--- config.mk ---
export PLATFORM = sky130hd
export DESIGN_NAME = fsm_sequencer
export DESIGN_NICKNAME = d
export VERILOG_FILES = /design/src/rtl/fsm_sequencer.sv
export SDC_FILE = /design/constraint.sdc
export NUM_CORES = 1
export LEC_CHECK = 0
export BUFFER_PORTS_ARGS = -buffer_cell sky130_fd_sc_hd__clkbuf_2
export CORE_MARGIN = 3
export CORE_UTILIZATION = 44
export DETAILED_ROUTE_END_ITERATION = 10
export GPL_ROUTABILITY_DRIVEN = 0
export GPL_TIMING_DRIVEN = 0
export PLACE_DENSITY = 0.65
export SYNTH_ARGS = -nofsm -noshare
export SYNTH_HDL_FRONTEND = slang
export SYNTH_SLANG_ARGS = --single-unit
export TNS_END_PERCENT = 1
--- constraint.sdc ---
create_clock -name clk -period 2.27 [get_ports clk]
set_input_delay 0.1135 -clock clk [delete_from_list [all_inputs] [get_ports clk]]
set_output_delay 0.1135 -clock clk [all_outputs]
set_load 0.005 [all_outputs]
--- src/rtl/fsm_sequencer.sv ---
// Next-state sequencer for the RV32I multicycle core: registered 5-bit control state,
// memory-stall watchdog, and retire/illegal/timeout status pulses.
module fsm_sequencer #(
  parameter int CNT_W       = 32,
  parameter int MEM_TIMEOUT = 16
) (
  input  logic             clk,
  input  logic             rst_n,
  input  logic [6:0]       opcode,
  input  logic [2:0]       funct3,
  input  logic             mem_ready,
  output logic [4:0]       state,
  output logic             illegal_instr,
  output logic             mem_timeout,
  output logic             retired,
  output logic [CNT_W-1:0] retire_count
);

  localparam int WAIT_W = (MEM_TIMEOUT > 1) ? $clog2(MEM_TIMEOUT) : 1;
  localparam logic [WAIT_W-1:0] WAIT_LIMIT = WAIT_W'(MEM_TIMEOUT - 1);
  localparam bit TIMEOUT_EN = (MEM_TIMEOUT != 0);

  localparam logic [6:0] OP_LOAD   = 7'b0000011;
  localparam logic [6:0] OP_STORE  = 7'b0100011;
  localparam logic [6:0] OP_RTYPE  = 7'b0110011;
  localparam logic [6:0] OP_ITYPE  = 7'b0010011;
  localparam logic [6:0] OP_JAL    = 7'b1101111;
  localparam logic [6:0] OP_JALR   = 7'b1100111;
  localparam logic [6:0] OP_AUIPC  = 7'b0010111;
  localparam logic [6:0] OP_LUI    = 7'b0110111;
  localparam logic [6:0] OP_BRANCH = 7'b1100011;

  // Encodings are fixed because the downstream control decoder keys on them.
  typedef enum logic [4:0] {
    S_FETCH  = 5'd0,
    S_DECODE = 5'd1,
    S_MEMADR = 5'd2,
    S_MEMRD  = 5'd3,
    S_LDWB   = 5'd4,
    S_SW     = 5'd5,
    S_REXE   = 5'd6,
    S_ALUWB  = 5'd7,
    S_BEQ    = 5'd8,
    S_IEXE   = 5'd9,
    S_IWB    = 5'd10,
    S_JAL    = 5'd11,
    S_JALR   = 5'd12,
    S_SB     = 5'd13,
    S_SH     = 5'd14,
    S_BNE    = 5'd15,
    S_BLT    = 5'd16,
    S_BGE    = 5'd17,
    S_BLTU   = 5'd18,
    S_BGEU   = 5'd19,
    S_AUIPC  = 5'd20,
    S_LUI    = 5'd21
  } state_t;

  state_t            state_q, state_d;
  logic [WAIT_W-1:0] wait_q, wait_d;
  logic              illegal_d, timeout_d, retire_d;

  always_comb begin
    state_d   = S_FETCH;
    wait_d    = '0;
    illegal_d = 1'b0;
    timeout_d = 1'b0;
    retire_d  = 1'b0;

    case (state_q)
      S_FETCH: state_d = S_DECODE;

      S_DECODE: begin
        case (opcode)
          OP_LOAD, OP_STORE: state_d = S_MEMADR;
          OP_RTYPE:          state_d = S_REXE;
          OP_ITYPE:          state_d = S_IEXE;
          OP_JAL:            state_d = S_JAL;
          OP_JALR:           state_d = S_JALR;
          OP_AUIPC:          state_d = S_AUIPC;
          OP_LUI:            state_d = S_LUI;
          OP_BRANCH: begin
            case (funct3)
              3'b000:  state_d = S_BEQ;
              3'b001:  state_d = S_BNE;
              3'b100:  state_d = S_BLT;
              3'b101:  state_d = S_BGE;
              3'b110:  state_d = S_BLTU;
              3'b111:  state_d = S_BGEU;
              default: illegal_d = 1'b1;
            endcase
          end
          default: illegal_d = 1'b1;
        endcase
      end

      S_MEMADR: begin
        if (opcode == OP_LOAD) begin
          case (funct3)
            3'b000, 3'b001, 3'b010, 3'b100, 3'b101: state_d = S_MEMRD;
            default: illegal_d = 1'b1;
          endcase
        end else if (opcode == OP_STORE) begin
          case (funct3)
            3'b000:  state_d = S_SB;
            3'b001:  state_d = S_SH;
            3'b010:  state_d = S_SW;
            default: illegal_d = 1'b1;
          endcase
        end else begin
          illegal_d = 1'b1;
        end
      end

      // mem_ready is checked before the watchdog so a late acknowledge still completes.
      S_MEMRD, S_SW, S_SB, S_SH: begin
        if (mem_ready) begin
          if (state_q == S_MEMRD) state_d = S_LDWB;
          else                    retire_d = 1'b1;
        end else if (TIMEOUT_EN && (wait_q == WAIT_LIMIT)) begin
          timeout_d = 1'b1;
        end else begin
          state_d = state_q;
          wait_d  = wait_q + WAIT_W'(1);
        end
      end

      S_REXE: state_d = S_ALUWB;
      S_IEXE: state_d = S_IWB;

      S_LDWB, S_ALUWB, S_IWB, S_JAL, S_JALR, S_AUIPC, S_LUI,
      S_BEQ, S_BNE, S_BLT, S_BGE, S_BLTU, S_BGEU: retire_d = 1'b1;

      default: state_d = S_FETCH;
    endcase
  end

  always_ff @(posedge clk) begin
    if (!rst_n) begin
      state_q       <= S_FETCH;
      wait_q        <= '0;
      illegal_instr <= 1'b0;
      mem_timeout   <= 1'b0;
      retired       <= 1'b0;
      retire_count  <= '0;
    end else begin
      state_q       <= state_d;
      wait_q        <= wait_d;
      illegal_instr <= illegal_d;
      mem_timeout   <= timeout_d;
      retired       <= retire_d;
      if (retire_d) retire_count <= retire_count + CNT_W'(1);
    end
  end

  assign state = state_q;

endmodule

==> metrics.txt, run 1 <==
# TYPE chip_impl_metric gauge
chip_impl_info{name="outcome",value="complete, no violations"} 1
chip_impl_metric{name="finalSetupTns",unit="ns"} 0
chip_impl_metric{name="portBuffers",unit=""} 49
chip_impl_metric{name="crit_arrival",unit="ns"} 2.30
chip_impl_metric{name="power.share.clock",unit=""} 0.376
chip_impl_metric{name="clock.fmax",unit="MHz"} 482
chip_impl_metric{name="design.portCount",unit=""} 53
chip_impl_metric{name="vdd.ir_drop.worst",unit="V"} 0.000298
chip_impl_metric{name="clk_path_buf_depth",unit=""} 2
chip_impl_metric{name="area_of_the_core",unit="sq mm"} 0.00564
chip_impl_metric{name="synth.top_cell.area_share",unit=""} 0.334
chip_impl_metric{name="drt_first_iter_violations",unit=""} 102
chip_impl_metric{name="detail_route.wirelength",unit="microns"} 6840
chip_impl_metric{name="syn_to_final_growth",unit="%"} 16.3
chip_impl_metric{name="final.setup.worst_slack",unit="ns"} 0.194
chip_impl_metric{name="drcViolationCount",unit=""} 0
chip_impl_metric{name="final_antenna_net_count",unit=""} 0
chip_impl_metric{name="final_min_period_over_clock_period",unit=""} 0.915
chip_impl_metric{name="holdBufCountCts",unit=""} 0
chip_impl_metric{name="cts_clock_pin_slew_for_the_worst_setup_and_hold_paths",unit="ns"} 0.09
chip_impl_metric{name="dieHeight",unit="microns"} 83.4
chip_impl_metric{name="grt_pass1_vias",unit=""} 2472
chip_impl_metric{name="layout.nets",unit=""} 407
chip_impl_metric{name="yosys_warnings",unit=""} 0
chip_impl_metric{name="floorplan.die.width",unit="microns"} 83.4
chip_impl_metric{name="worst_hold_slack",unit="ns"} 0.139
chip_impl_metric{name="vias",unit=""} 2729
chip_impl_metric{name="power_switching",unit="uW"} 346
chip_impl_metric{name="netlist_instances",unit=""} 336
chip_impl_metric{name="setup_viol_count_final",unit=""} 0
chip_impl_metric{name="start_util",unit=""} 0.467
chip_impl_metric{name="post_synth_instance_area",unit="sq mm"} 0.00264
chip_impl_metric{name="switching_share",unit=""} 0.246
chip_impl_metric{name="clock_latency",unit="ns"} 0.30
chip_impl_metric{name="cts_buffers",unit=""} 5
chip_impl_metric{name="initial_antenna_violation_count",unit=""} 0
chip_impl_metric{name="globalRouteTotalUtil",unit=""} 0.199
chip_impl_metric{name="drv_slew",unit=""} 0
chip_impl_metric{name="layout.filler_cells",unit=""} 565
chip_impl_info{name="clock_tree.root_cell",value="clkbuf_8"} 1
chip_impl_metric{name="synth.ff_latch_count",unit=""} 44
chip_impl_metric{name="yosysSeqAreaShare",unit=""} 0.334
chip_impl_info{name="min-delay-path-class",value="input pin to register"} 1
chip_impl_info{name="cts_tree",value="done"} 1
chip_impl_metric{name="clock_sink_count",unit=""} 44
chip_impl_metric{name="placed_cell_area",unit="sq mm"} 0.00297
chip_impl_metric{name="sequentialPowerShare",unit=""} 0.552
chip_impl_metric{name="power_leakage",unit="uW"} 0.00107
chip_impl_metric{name="final_period_demand_of_the_worst_path",unit="ns"} 2.08
chip_impl_metric{name="pwr_density_cell",unit="mW/mm^2"} 458
chip_impl_metric{name="cts_htree_levels",unit=""} 2
chip_impl_metric{name="pre_cts_ws",unit="ns"} 0.0324
chip_impl_metric{name="worst_max_slew_pin_slew",unit="ns"} 0.548
chip_impl_metric{name="wl_per_cell",unit="microns"} 14.7
chip_impl_metric{name="antenna_cells_inserted",unit=""} 0
chip_impl_metric{name="grt_first_pass_wirelength",unit="microns"} 11700
chip_impl_metric{name="worst_ep_required_time",unit="ns"} 2.49
chip_impl_info{name="grt_setup_unrepaired",value="no"} 1
chip_impl_metric{name="power.share.combinational",unit=""} 0.072
chip_impl_metric{name="detail_route.first_pass.iterations",unit=""} 4
chip_impl_metric{name="final_area",unit="sq mm"} 0.00306
chip_impl_metric{name="p_int",unit="uW"} 1060
chip_impl_metric{name="postSynthNetCount",unit=""} 351
chip_impl_metric{name="grt_remaining_overflow",unit=""} 0
chip_impl_metric{name="drv.max_cap_violation_count",unit=""} 0
chip_impl_metric{name="grt_start_max_net_pins",unit=""} 14
chip_impl_info{name="post_synth_main_area_contributors",value="dfxtp_1 (33%), a21oi_1 (6.6%), o31ai_1 (6.3%)"} 1
chip_impl_metric{name="synth_cell_type_count",unit=""} 59
chip_impl_info{name="timing.critical_path.from_type",value="register"} 1
chip_impl_metric{name="detailed_place_hpwl",unit="microns"} 5090
chip_impl_metric{name="final-hold-violation-count",unit=""} 0
chip_impl_metric{name="avg_vias_per_cell",unit=""} 5.87
chip_impl_info{name="synth-main-ff-cell",value="dfxtp_1"} 1
chip_impl_metric{name="floorplan.die_area",unit="sq mm"} 0.00695
chip_impl_metric{name="cp_max_fo",unit=""} 10
chip_impl_metric{name="maxSlewHeadroom",unit=""} 0.629
chip_impl_metric{name="rows",unit=""} 27
chip_impl_metric{name="final_layout_size_suffix_gt1_frac",unit=""} 0.183
chip_impl_info{name="critPathKind",value="register to register"} 1
chip_impl_metric{name="utilization",unit=""} 0.543
chip_impl_metric{name="synth_enable_flop_cells",unit=""} 0
chip_impl_info{name="dominant_cell_type_by_area_after_synthesis",value="dfxtp_1"} 1
chip_impl_metric{name="syn_area_per_cell",unit="sq um"} 7.84
chip_impl_metric{name="clock-skew-final",unit="ns"} 0.0114
chip_impl_info{name="end_kind",value="register"} 1
chip_impl_metric{name="async_reset_ff_frac",unit=""} 0
==> stage by stage <==
| stage | cells | power, uW |
|---|---|---|
| final | 465 | 1400 |
| after global routing | 465 | 1460 |
| after CTS | 465 | 1420 |
| after detailed placement | 457 | 893 |
| after global placement | 457 | 893 |
| after floorplan | 336 | 859 |
==> worst paths after layout <==
kind / from / to / slack [ns] / cells after the start
max: state[4]$_SDFFE_PN0P_ / retire_count[7]$_SDFFE_PN0P_ / 0.19 / 8
min: opcode[0] / state[4]$_SDFFE_PN0P_ / 0.14 / 3
max reg2reg: state[4]$_SDFFE_PN0P_ / retire_count[7]$_SDFFE_PN0P_ / 0.19 / 8
min reg2reg: wait_q[0]$_SDFF_PP0_ / wait_q[0]$_SDFF_PP0_ / 0.46 / 1
==> cells in the mapped netlist (all sizes together), types with 2 or more instances <==
| master | count |
|---|---|
| nand3 | 19 |
| inv | 9 |
| o21ai | 15 |
| nand2b | 10 |
| or4 | 19 |
| nor2 | 21 |
| a21oi | 35 |
| clkbuf | 13 |
| xnor2 | 2 |
| o211ai | 2 |
| nand4b | 2 |
| nor3 | 8 |
| buf | 9 |
| and3 | 3 |
| nand2 | 31 |
| xor2 | 4 |
| nor2b | 4 |
| a211oi | 2 |
| dfxtp | 44 |
| and2 | 2 |
| a22oi | 2 |
| nand3b | 4 |
| nand4 | 8 |
| nor4 | 6 |
| or3 | 9 |
| and3b | 3 |
| o32ai | 2 |
| o31ai | 22 |
| o41ai | 3 |
| ha | 2 |
==> placed cells by master (no fill, tap or decap), types with 2 or more instances in the layout <==
| master | count |
|---|---|
| clkbuf_2 | 49 |
| dfxtp_1 | 44 |
| a21oi_1 | 35 |
| nand2_1 | 30 |
| o31ai_1 | 22 |
| nor2_1 | 21 |
| or4_1 | 19 |
| nand3_1 | 18 |
| clkbuf_1 | 14 |
| o21ai_0 | 14 |
| nand2b_1 | 10 |
| inv_1 | 9 |
| or3_1 | 9 |
| nor3_1 | 8 |
| nand4_1 | 7 |
| buf_2 | 6 |
| clkbuf_8 | 6 |
| nor4_1 | 5 |
| nor2b_1 | 4 |
| xor2_1 | 4 |
| nand3b_1 | 4 |
| o41ai_1 | 3 |
| and3b_1 | 3 |
| and3_1 | 3 |
| buf_4 | 2 |
| and2_1 | 2 |
| nand4b_1 | 2 |
| a211oi_1 | 2 |
| xnor2_1 | 2 |
| o32ai_1 | 2 |
| a22oi_1 | 2 |
| ha_1 | 2 |
==> power by group through the flow <==
stage / clock, uW / sequential [uW] / combinational [uW]
6_report: 528 / 775 / 101
3_5_place_dp: 0 / 793 / 99.7
3_3_place_gp: 0 / 793 / 99.7
5_1_grt: 577 / 776 / 111
4_1_cts: 542 / 775 / 100
2_1_floorplan: 0 / 794 / 65.7
==> critical path, cell delays in order (launching register included) <==
cell	delay (ns)
dfxtp_1	0.33
buf_4	0.17
or3_1	0.39
and2_1	0.19
nand4_1	0.11
clkbuf_1	0.31
buf_4	0.25
o31ai_1	0.09
a21oi_1	0.15
==> area by class of cell <==
class                      instances  area, sq um  area share
buffer                            22          105      0.0343
clock buffer                       7         86.3      0.0282
clock inverter                     1         7.51     0.00245
inverter                          10         37.5      0.0122
multi-input combinational        260         1610       0.526
sequential                        44          881       0.287
tap                               72         90.1      0.0294
timing repair buffer              49          245      0.0800
==> registers in the layout (all words and copies together) (netlist names) <==
register       count
retire_count      32
state              5
retired            1
mem_timeout        1
illegal_instr      1
wait_q             4
==> cell families after synthesis <==
| family | share of synthesized area |
|---|---|
| xor+xnor | 0.0199 |
| flops | 0.334 |
| simple gates | 0.336 |
| fa+ha+maj | 0.00950 |
| mux | 0.00380 |
| buf+inv | 0.0541 |
| compound gates | 0.243 |
==> layer usage <==
layer  vias up  GRT usage  share of wire
met4         0     0.0565          0.017
met5         -          0              0
met3         9     0.0337          0.044
met1      1258      0.274           0.50
li1       1385          -              -
met2        77      0.318           0.43
==> what timing repair did <==
item	4_1_cts	5_1_grt
setup buffers	0	0
setup endpoints to repair	0	1
gates resized for setup	0	1
Power figures use the tool's default switching activity.
==> inputs of run 2 (changes only) <==
--- a/config.mk
+++ b/config.mk
@@ -11,7 +11,9 @@
 export DETAILED_ROUTE_END_ITERATION = 10
 export GPL_ROUTABILITY_DRIVEN = 0
 export GPL_TIMING_DRIVEN = 0
-export PLACE_DENSITY = 0.65
+export PLACE_DENSITY_LB_ADDON = 0.3
+export RECOVER_POWER = 100
+export SKIP_CTS_REPAIR_TIMING = 1
 export SYNTH_ARGS = -nofsm -noshare
 export SYNTH_HDL_FRONTEND = slang
 export SYNTH_SLANG_ARGS = --single-unit
==> metrics.txt, run 2 (synthesis results as in run 1) <==
# TYPE chip_impl_metric gauge
chip_impl_info{name="critical_path.reg2reg.endpoint",value="retire_count[22]$_SDFFE_PN0P_"} 1
chip_impl_metric{name="maxSlewHeadroom",unit=""} 0.603
chip_impl_metric{name="worst_path_largest_cell_delay",unit="ns"} 0.39
chip_impl_metric{name="syn_to_final_growth",unit="%"} 14.8
chip_impl_metric{name="dieHeight",unit="microns"} 83.4
chip_impl_metric{name="clock_latency",unit="ns"} 0.30
chip_impl_info{name="end_kind",value="register"} 1
chip_impl_metric{name="sequentialPowerShare",unit=""} 0.574
chip_impl_metric{name="power.share.combinational",unit=""} 0.074
chip_impl_metric{name="layout.nets",unit=""} 407
chip_impl_metric{name="drt_first_iter_violations",unit=""} 140
chip_impl_metric{name="min_path_cells",unit=""} 3
chip_impl_metric{name="setup_viol_count_final",unit=""} 0
chip_impl_info{name="hold_path_startpoint",value="opcode[0]"} 1
chip_impl_metric{name="grt_remaining_overflow",unit=""} 0
chip_impl_metric{name="timing.reg2reg.worst_path_depth",unit=""} 8
chip_impl_metric{name="p_int",unit="uW"} 1020
chip_impl_metric{name="vias",unit=""} 2734
chip_impl_info{name="clock_tree.root_cell",value="clkbuf_8"} 1
chip_impl_metric{name="final_area",unit="sq mm"} 0.00303
chip_impl_info{name="mostFrequentLayoutCell",value="dfxtp_1"} 1
chip_impl_metric{name="antenna_cells_inserted",unit=""} 0
chip_impl_metric{name="utilization",unit=""} 0.536
chip_impl_info{name="critical-path-top-cell-by-count",value="buf_4"} 1
chip_impl_metric{name="reg2reg_slack",unit="ns"} 0.22
chip_impl_metric{name="wl_per_cell",unit="microns"} 14.6
chip_impl_metric{name="design.portCount",unit=""} 53
chip_impl_metric{name="detailed_place_hpwl",unit="microns"} 5040
chip_impl_metric{name="initial_antenna_violation_count",unit=""} 0
chip_impl_metric{name="cp_max_fo",unit=""} 10
chip_impl_metric{name="globalRouteTotalUtil",unit=""} 0.198
chip_impl_metric{name="final_cells",unit=""} 464
chip_impl_info{name="path_delay_family",value="buffers and inverters"} 1
chip_impl_info{name="layout_common_cells",value="dfxtp_1 (44), a21oi_1 (35), clkbuf_2 (33)"} 1
chip_impl_metric{name="power_leakage",unit="uW"} 0.00101
chip_impl_metric{name="start_util",unit=""} 0.467
chip_impl_metric{name="floorplan.die_area",unit="sq mm"} 0.00695
chip_impl_metric{name="cts_clock_pin_slew_for_the_worst_setup_and_hold_paths",unit="ns"} 0.08
chip_impl_metric{name="detail_route.wirelength",unit="microns"} 6780
chip_impl_metric{name="clock_sink_count",unit=""} 44
chip_impl_metric{name="avg_vias_per_cell",unit=""} 5.89
chip_impl_metric{name="power_switching",unit="uW"} 331
chip_impl_metric{name="crit_arrival",unit="ns"} 2.27
chip_impl_metric{name="power.share.clock",unit=""} 0.352
chip_impl_metric{name="final-hold-violation-count",unit=""} 0
chip_impl_info{name="critPathKind",value="register to register"} 1
chip_impl_metric{name="clk_path_buf_depth",unit=""} 2
chip_impl_metric{name="cts_buffers",unit=""} 5
chip_impl_metric{name="drv.max_cap_violation_count",unit=""} 0
chip_impl_info{name="grt_setup_unrepaired",value="no"} 1
chip_impl_metric{name="grt_first_pass_wirelength",unit="microns"} 11600
chip_impl_metric{name="drv_slew",unit=""} 0
chip_impl_info{name="hold_end",value="state[4]$_SDFFE_PN0P_"} 1
chip_impl_info{name="timing.critical_path.from_type",value="register"} 1
chip_impl_metric{name="clock.fmax",unit="MHz"} 488
chip_impl_metric{name="vdd.ir_drop.worst",unit="V"} 0.000212
chip_impl_metric{name="largest_reg_flops",unit=""} 32
chip_impl_metric{name="layout.filler_cells",unit=""} 543
chip_impl_info{name="cts_tree",value="done"} 1
chip_impl_metric{name="area_of_the_core",unit="sq mm"} 0.00564
chip_impl_metric{name="finalSetupTns",unit="ns"} 0
chip_impl_info{name="reg2reg_from",value="state[4]$_SDFFE_PN0P_"} 1
chip_impl_info{name="critical_path.cell_chain",value="buf_4 > or3_1 > and2_1 > nand4_1 > clkbuf_1 > buf_4 > o31ai_1 > a21oi_1"} 1
chip_impl_metric{name="detail_route.first_pass.iterations",unit=""} 4
chip_impl_metric{name="final.setup.worst_slack",unit="ns"} 0.219
chip_impl_info{name="min-delay-path-class",value="input pin to register"} 1
chip_impl_metric{name="number_of_cells_in_the_design_after_placement",unit=""} 457
chip_impl_info{name="worst_path_max_delay_cell",value="or3_1"} 1
chip_impl_metric{name="pwr_density_cell",unit="mW/mm^2"} 446
chip_impl_metric{name="rows",unit=""} 27
chip_impl_metric{name="worst_ep_required_time",unit="ns"} 2.49
chip_impl_metric{name="final_period_demand_of_the_worst_path",unit="ns"} 2.05
chip_impl_metric{name="worst_max_slew_pin_slew",unit="ns"} 0.587
chip_impl_metric{name="portBuffers",unit=""} 49
chip_impl_info{name="outcome",value="complete, no violations"} 1
chip_impl_metric{name="cts_htree_levels",unit=""} 2
chip_impl_metric{name="floorplan.die.width",unit="microns"} 83.4
chip_impl_metric{name="switching_share",unit=""} 0.245
chip_impl_metric{name="final_antenna_net_count",unit=""} 0
chip_impl_metric{name="clock-skew-final",unit="ns"} 0.00914
chip_impl_metric{name="final_layout_size_suffix_gt1_frac",unit=""} 0.135
chip_impl_metric{name="placed_cell_area",unit="sq mm"} 0.00297
chip_impl_metric{name="worstPathBufferInverterCount",unit=""} 3
chip_impl_metric{name="drcViolationCount",unit=""} 0
chip_impl_info{name="largest_register",value="retire_count"} 1
chip_impl_metric{name="pre_cts_ws",unit="ns"} 0.0689
chip_impl_metric{name="grt_pass1_vias",unit=""} 2513
chip_impl_metric{name="grt_start_max_net_pins",unit=""} 13
chip_impl_metric{name="final_min_period_over_clock_period",unit=""} 0.903
## run 2: changes by cell type in the layout (fill, tap and decap cells not counted), sizes merged
cell,before,now
buf,9,8
clkinv,1,2
clkinvlp,1,0
## run 2: layout make-up
class,count,area (sq um),area share
clock inverter,1,5.00,0.00165
tap,72,90.1,0.0298
multi-input combinational,260,1610,0.533
buffer,22,105,0.0347
clock buffer,6,72.6,0.0240
timing repair buffer,49,223,0.0736
sequential,44,881,0.291
inverter,10,37.5,0.0124
## run 2: per-layer routing
| layer | GRT usage | vias up | share of wire |
|---|---|---|---|
| met1 | 0.272 | 1264 | 0.48 |
| met5 | 0 | - | 0 |
| li1 | - | 1389 | - |
| met4 | 0.0579 | 0 | 0.013 |
| met3 | 0.0417 | 8 | 0.055 |
| met2 | 0.311 | 73 | 0.45 |
## run 2: worst reg2reg max path: cells and delay by family, from the launching register on
kind	cells	cell delay, ns
buffers and inverters	3	0.73
AND/OR/NAND/NOR	3	0.71
flip-flops	1	0.32
AO/OA/AOI/OAI	2	0.23
## run 2: stage by stage
stage / hold WS [ns] / total power, uW
floorplan: 0.303 / 859
global placement: 0.435 / 891
detailed placement: 0.440 / 892
CTS: 0.139 / 1360
global route: 0.152 / 1400
finish: 0.150 / 1350
## run 2: worst max path at each step
| stage | from | to | slack [ns] | depth (start not counted) |
|---|---|---|---|---|
| 5_1_grt | retire_count[2]$_SDFFE_PN0P_ | retire_count[17]$_SDFFE_PN0P_ | 0.02 | 6 |
| 4_1_cts | state[1]$_SDFFE_PN0P_ | state[2]$_SDFFE_PN0P_ | 0.06 | 6 |
| 6_report | state[4]$_SDFFE_PN0P_ | retire_count[22]$_SDFFE_PN0P_ | 0.22 | 8 |
| 3_3_place_gp | state[1]$_SDFFE_PN0P_ | state[2]$_SDFFE_PN0P_ | 0.10 | 6 |
| 2_1_floorplan | retire_count[7]$_SDFFE_PN0P_ | retire_count[19]$_SDFFE_PN0P_ | 0.49 | 6 |
| 3_5_place_dp | state[1]$_SDFFE_PN0P_ | state[2]$_SDFFE_PN0P_ | 0.07 | 6 |
## run 2: power groups by stage
stage	registers (uW)	clock network [uW]	logic (uW)
after floorplan	794	0	65.7
after CTS	775	485	99.2
after detailed placement	794	0	98.5
after global placement	794	0	97.8
after global routing	776	509	112
final	775	476	99.6
==> inputs of run 3 (changes only) <==
--- a/config.mk
+++ b/config.mk
@@ -11,6 +11,7 @@
 export DETAILED_ROUTE_END_ITERATION = 10
 export GPL_ROUTABILITY_DRIVEN = 0
 export GPL_TIMING_DRIVEN = 0
+export MAX_ROUTING_LAYER = met4
 export PLACE_DENSITY_LB_ADDON = 0.3
 export RECOVER_POWER = 100
 export SKIP_CTS_REPAIR_TIMING = 1
==> metrics.txt, run 3 (synthesis results as in run 1) <==
# TYPE chip_impl_metric gauge
chip_impl_info{name="critPathKind",value="register to register"} 1
chip_impl_info{name="min-delay-path-class",value="input pin to register"} 1
chip_impl_metric{name="clock.fmax",unit="MHz"} 489
chip_impl_info{name="worst_path_max_delay_cell",value="or3_1"} 1
chip_impl_metric{name="avg_vias_per_cell",unit=""} 5.95
chip_impl_metric{name="grt_first_pass_wirelength",unit="microns"} 11600
chip_impl_metric{name="cts_buffers",unit=""} 5
chip_impl_info{name="hold_path_startpoint",value="opcode[0]"} 1
chip_impl_metric{name="power_leakage",unit="uW"} 0.00101
chip_impl_metric{name="largest_reg_flops",unit=""} 32
chip_impl_metric{name="start_util",unit=""} 0.467
chip_impl_info{name="critical-path-top-cell-by-count",value="buf_4"} 1
chip_impl_metric{name="rows",unit=""} 27
chip_impl_metric{name="wl_per_cell",unit="microns"} 14.6
chip_impl_metric{name="multiInputGateArea",unit="sq mm"} 0.00161
chip_impl_info{name="hold_end",value="state[4]$_SDFFE_PN0P_"} 1
chip_impl_metric{name="reg2reg_slack",unit="ns"} 0.22
chip_impl_metric{name="min_path_cells",unit=""} 3
chip_impl_metric{name="detailed_place_hpwl",unit="microns"} 5040
chip_impl_info{name="reg2reg_from",value="state[4]$_SDFFE_PN0P_"} 1
chip_impl_metric{name="cts_htree_levels",unit=""} 2
chip_impl_metric{name="worst_path_largest_cell_delay",unit="ns"} 0.39
chip_impl_metric{name="sequential_area",unit="sq um"} 881
chip_impl_metric{name="cts_clock_pin_slew_for_the_worst_setup_and_hold_paths",unit="ns"} 0.08
chip_impl_metric{name="drt_first_iter_violations",unit=""} 163
chip_impl_metric{name="grt_pass1_vias",unit=""} 2517
chip_impl_metric{name="worst_max_slew_pin_slew",unit="ns"} 0.586
chip_impl_metric{name="vias",unit=""} 2762
chip_impl_metric{name="pwr_density_cell",unit="mW/mm^2"} 448
chip_impl_metric{name="vdd.ir_drop.worst",unit="V"} 0.000215
chip_impl_metric{name="initial_antenna_violation_count",unit=""} 0
chip_impl_metric{name="final_period_demand_of_the_worst_path",unit="ns"} 2.05
chip_impl_info{name="layout_common_cells",value="dfxtp_1 (44), a21oi_1 (35), clkbuf_2 (33)"} 1
chip_impl_metric{name="area_of_the_core",unit="sq mm"} 0.00564
chip_impl_metric{name="detail_route.first_pass.iterations",unit=""} 4
chip_impl_metric{name="setup_viol_count_final",unit=""} 0
chip_impl_info{name="outcome",value="complete, no violations"} 1
chip_impl_info{name="largest_register",value="retire_count"} 1
chip_impl_info{name="cts_tree",value="done"} 1
chip_impl_metric{name="clock_sink_count",unit=""} 44
chip_impl_info{name="critical_path.reg2reg.endpoint",value="retire_count[18]$_SDFFE_PN0P_"} 1
chip_impl_metric{name="worstPathBufferInverterCount",unit=""} 3
chip_impl_metric{name="final_antenna_net_count",unit=""} 0
chip_impl_metric{name="floorplan.die.width",unit="microns"} 83.4
chip_impl_metric{name="detail_route.wirelength",unit="microns"} 6790
chip_impl_metric{name="final.setup.worst_slack",unit="ns"} 0.224
chip_impl_metric{name="design.portCount",unit=""} 53
chip_impl_info{name="crit_start",value="state[4]$_SDFFE_PN0P_"} 1
chip_impl_info{name="clock_tree.root_cell",value="clkbuf_8"} 1
chip_impl_info{name="end_kind",value="register"} 1
chip_impl_metric{name="placed_cell_area",unit="sq mm"} 0.00297
chip_impl_metric{name="final_area",unit="sq mm"} 0.00303
chip_impl_metric{name="drcViolationCount",unit=""} 0
chip_impl_metric{name="timing.reg2reg.worst_path_depth",unit=""} 8
chip_impl_metric{name="final_cells",unit=""} 464
chip_impl_metric{name="finalSetupTns",unit="ns"} 0
chip_impl_info{name="grt_setup_unrepaired",value="no"} 1
chip_impl_metric{name="number_of_cells_in_the_design_after_placement",unit=""} 457
chip_impl_info{name="path_delay_family",value="buffers and inverters"} 1
chip_impl_metric{name="grt_remaining_overflow",unit=""} 0
chip_impl_metric{name="crit_arrival",unit="ns"} 2.28
chip_impl_metric{name="clk_path_buf_depth",unit=""} 2
chip_impl_metric{name="final_min_period_over_clock_period",unit=""} 0.901
chip_impl_metric{name="antenna_cells_inserted",unit=""} 0
chip_impl_metric{name="drv.max_cap_violation_count",unit=""} 0
chip_impl_metric{name="clock_latency",unit="ns"} 0.30
chip_impl_metric{name="dieHeight",unit="microns"} 83.4
chip_impl_info{name="timing.critical_path.from_type",value="register"} 1
chip_impl_metric{name="worst_ep_required_time",unit="ns"} 2.50
chip_impl_metric{name="layout.nets",unit=""} 407
chip_impl_info{name="critical_path.cell_chain",value="buf_4 > or3_1 > and2_1 > nand4_1 > clkbuf_1 > buf_4 > o21ai_0 > a21oi_1"} 1
chip_impl_metric{name="syn_to_final_growth",unit="%"} 14.8
chip_impl_metric{name="drv_slew",unit=""} 0
chip_impl_metric{name="floorplan.die_area",unit="sq mm"} 0.00695
chip_impl_metric{name="final_layout_size_suffix_gt1_frac",unit=""} 0.135
chip_impl_metric{name="maxSlewHeadroom",unit=""} 0.604
chip_impl_metric{name="final-hold-violation-count",unit=""} 0
chip_impl_info{name="mostFrequentLayoutCell",value="dfxtp_1"} 1
chip_impl_metric{name="globalRouteTotalUtil",unit=""} 0.203
chip_impl_metric{name="clock-skew-final",unit="ns"} 0.00802
chip_impl_metric{name="portBuffers",unit=""} 49
chip_impl_metric{name="pre_cts_ws",unit="ns"} 0.0689
chip_impl_metric{name="grt_start_max_net_pins",unit=""} 13
chip_impl_metric{name="layout.filler_cells",unit=""} 543
chip_impl_metric{name="cp_max_fo",unit=""} 10
-- run 3: cell counts in the layout (fill, tap and decap cells not counted) --
Identical to the previous run, type by type.
-- run 3: cell type report --
| class | count | share of cell area |
|---|---|---|
| tap | 72 | 0.0298 |
| buffer | 22 | 0.0347 |
| inverter | 10 | 0.0124 |
| sequential | 44 | 0.291 |
| multi-input combinational | 260 | 0.533 |
| timing repair buffer | 49 | 0.0736 |
| clock inverter | 1 | 0.00165 |
| clock buffer | 6 | 0.0240 |
-- run 3: stage by stage --
stage,utilization,power [uW],hold slack [ns]
finish,0.536,1350,0.146
global route,0.536,1390,0.156
CTS,0.540,1360,0.139
detailed placement,0.527,892,0.440
global placement,0.527,891,0.435
floorplan,-,859,0.303
-- run 3: worst max-delay path by stage --
stage / end / cells past startpoint
floorplan: retire_count[19]$_SDFFE_PN0P_ / 6
global placement: state[2]$_SDFFE_PN0P_ / 6
detailed placement: state[2]$_SDFFE_PN0P_ / 6
CTS: state[2]$_SDFFE_PN0P_ / 6
global route: retire_count[17]$_SDFFE_PN0P_ / 6
finish: retire_count[18]$_SDFFE_PN0P_ / 8
-- run 3: per-layer routing --
layer	share of wire	GRT usage	wire length (microns)
met5	0	-	0
met4	0.0096	0.0669	65
met3	0.060	0.0308	405
met2	0.45	0.311	3080
met1	0.48	0.273	3240
-- run 3: power by group --
group          total (uW)  switching, uW  internal (uW)
Sequential            775           1.57            774
Combinational        99.6           63.4           36.2
Clock                 480            270            210
-- run 3: tightest hold or removal path: cells and delay by family --
kind,cells,cell delay [ns]
buffers and inverters,1,0.09
AND/OR/NAND/NOR,1,0.06
AO/OA/AOI/OAI,1,0.14
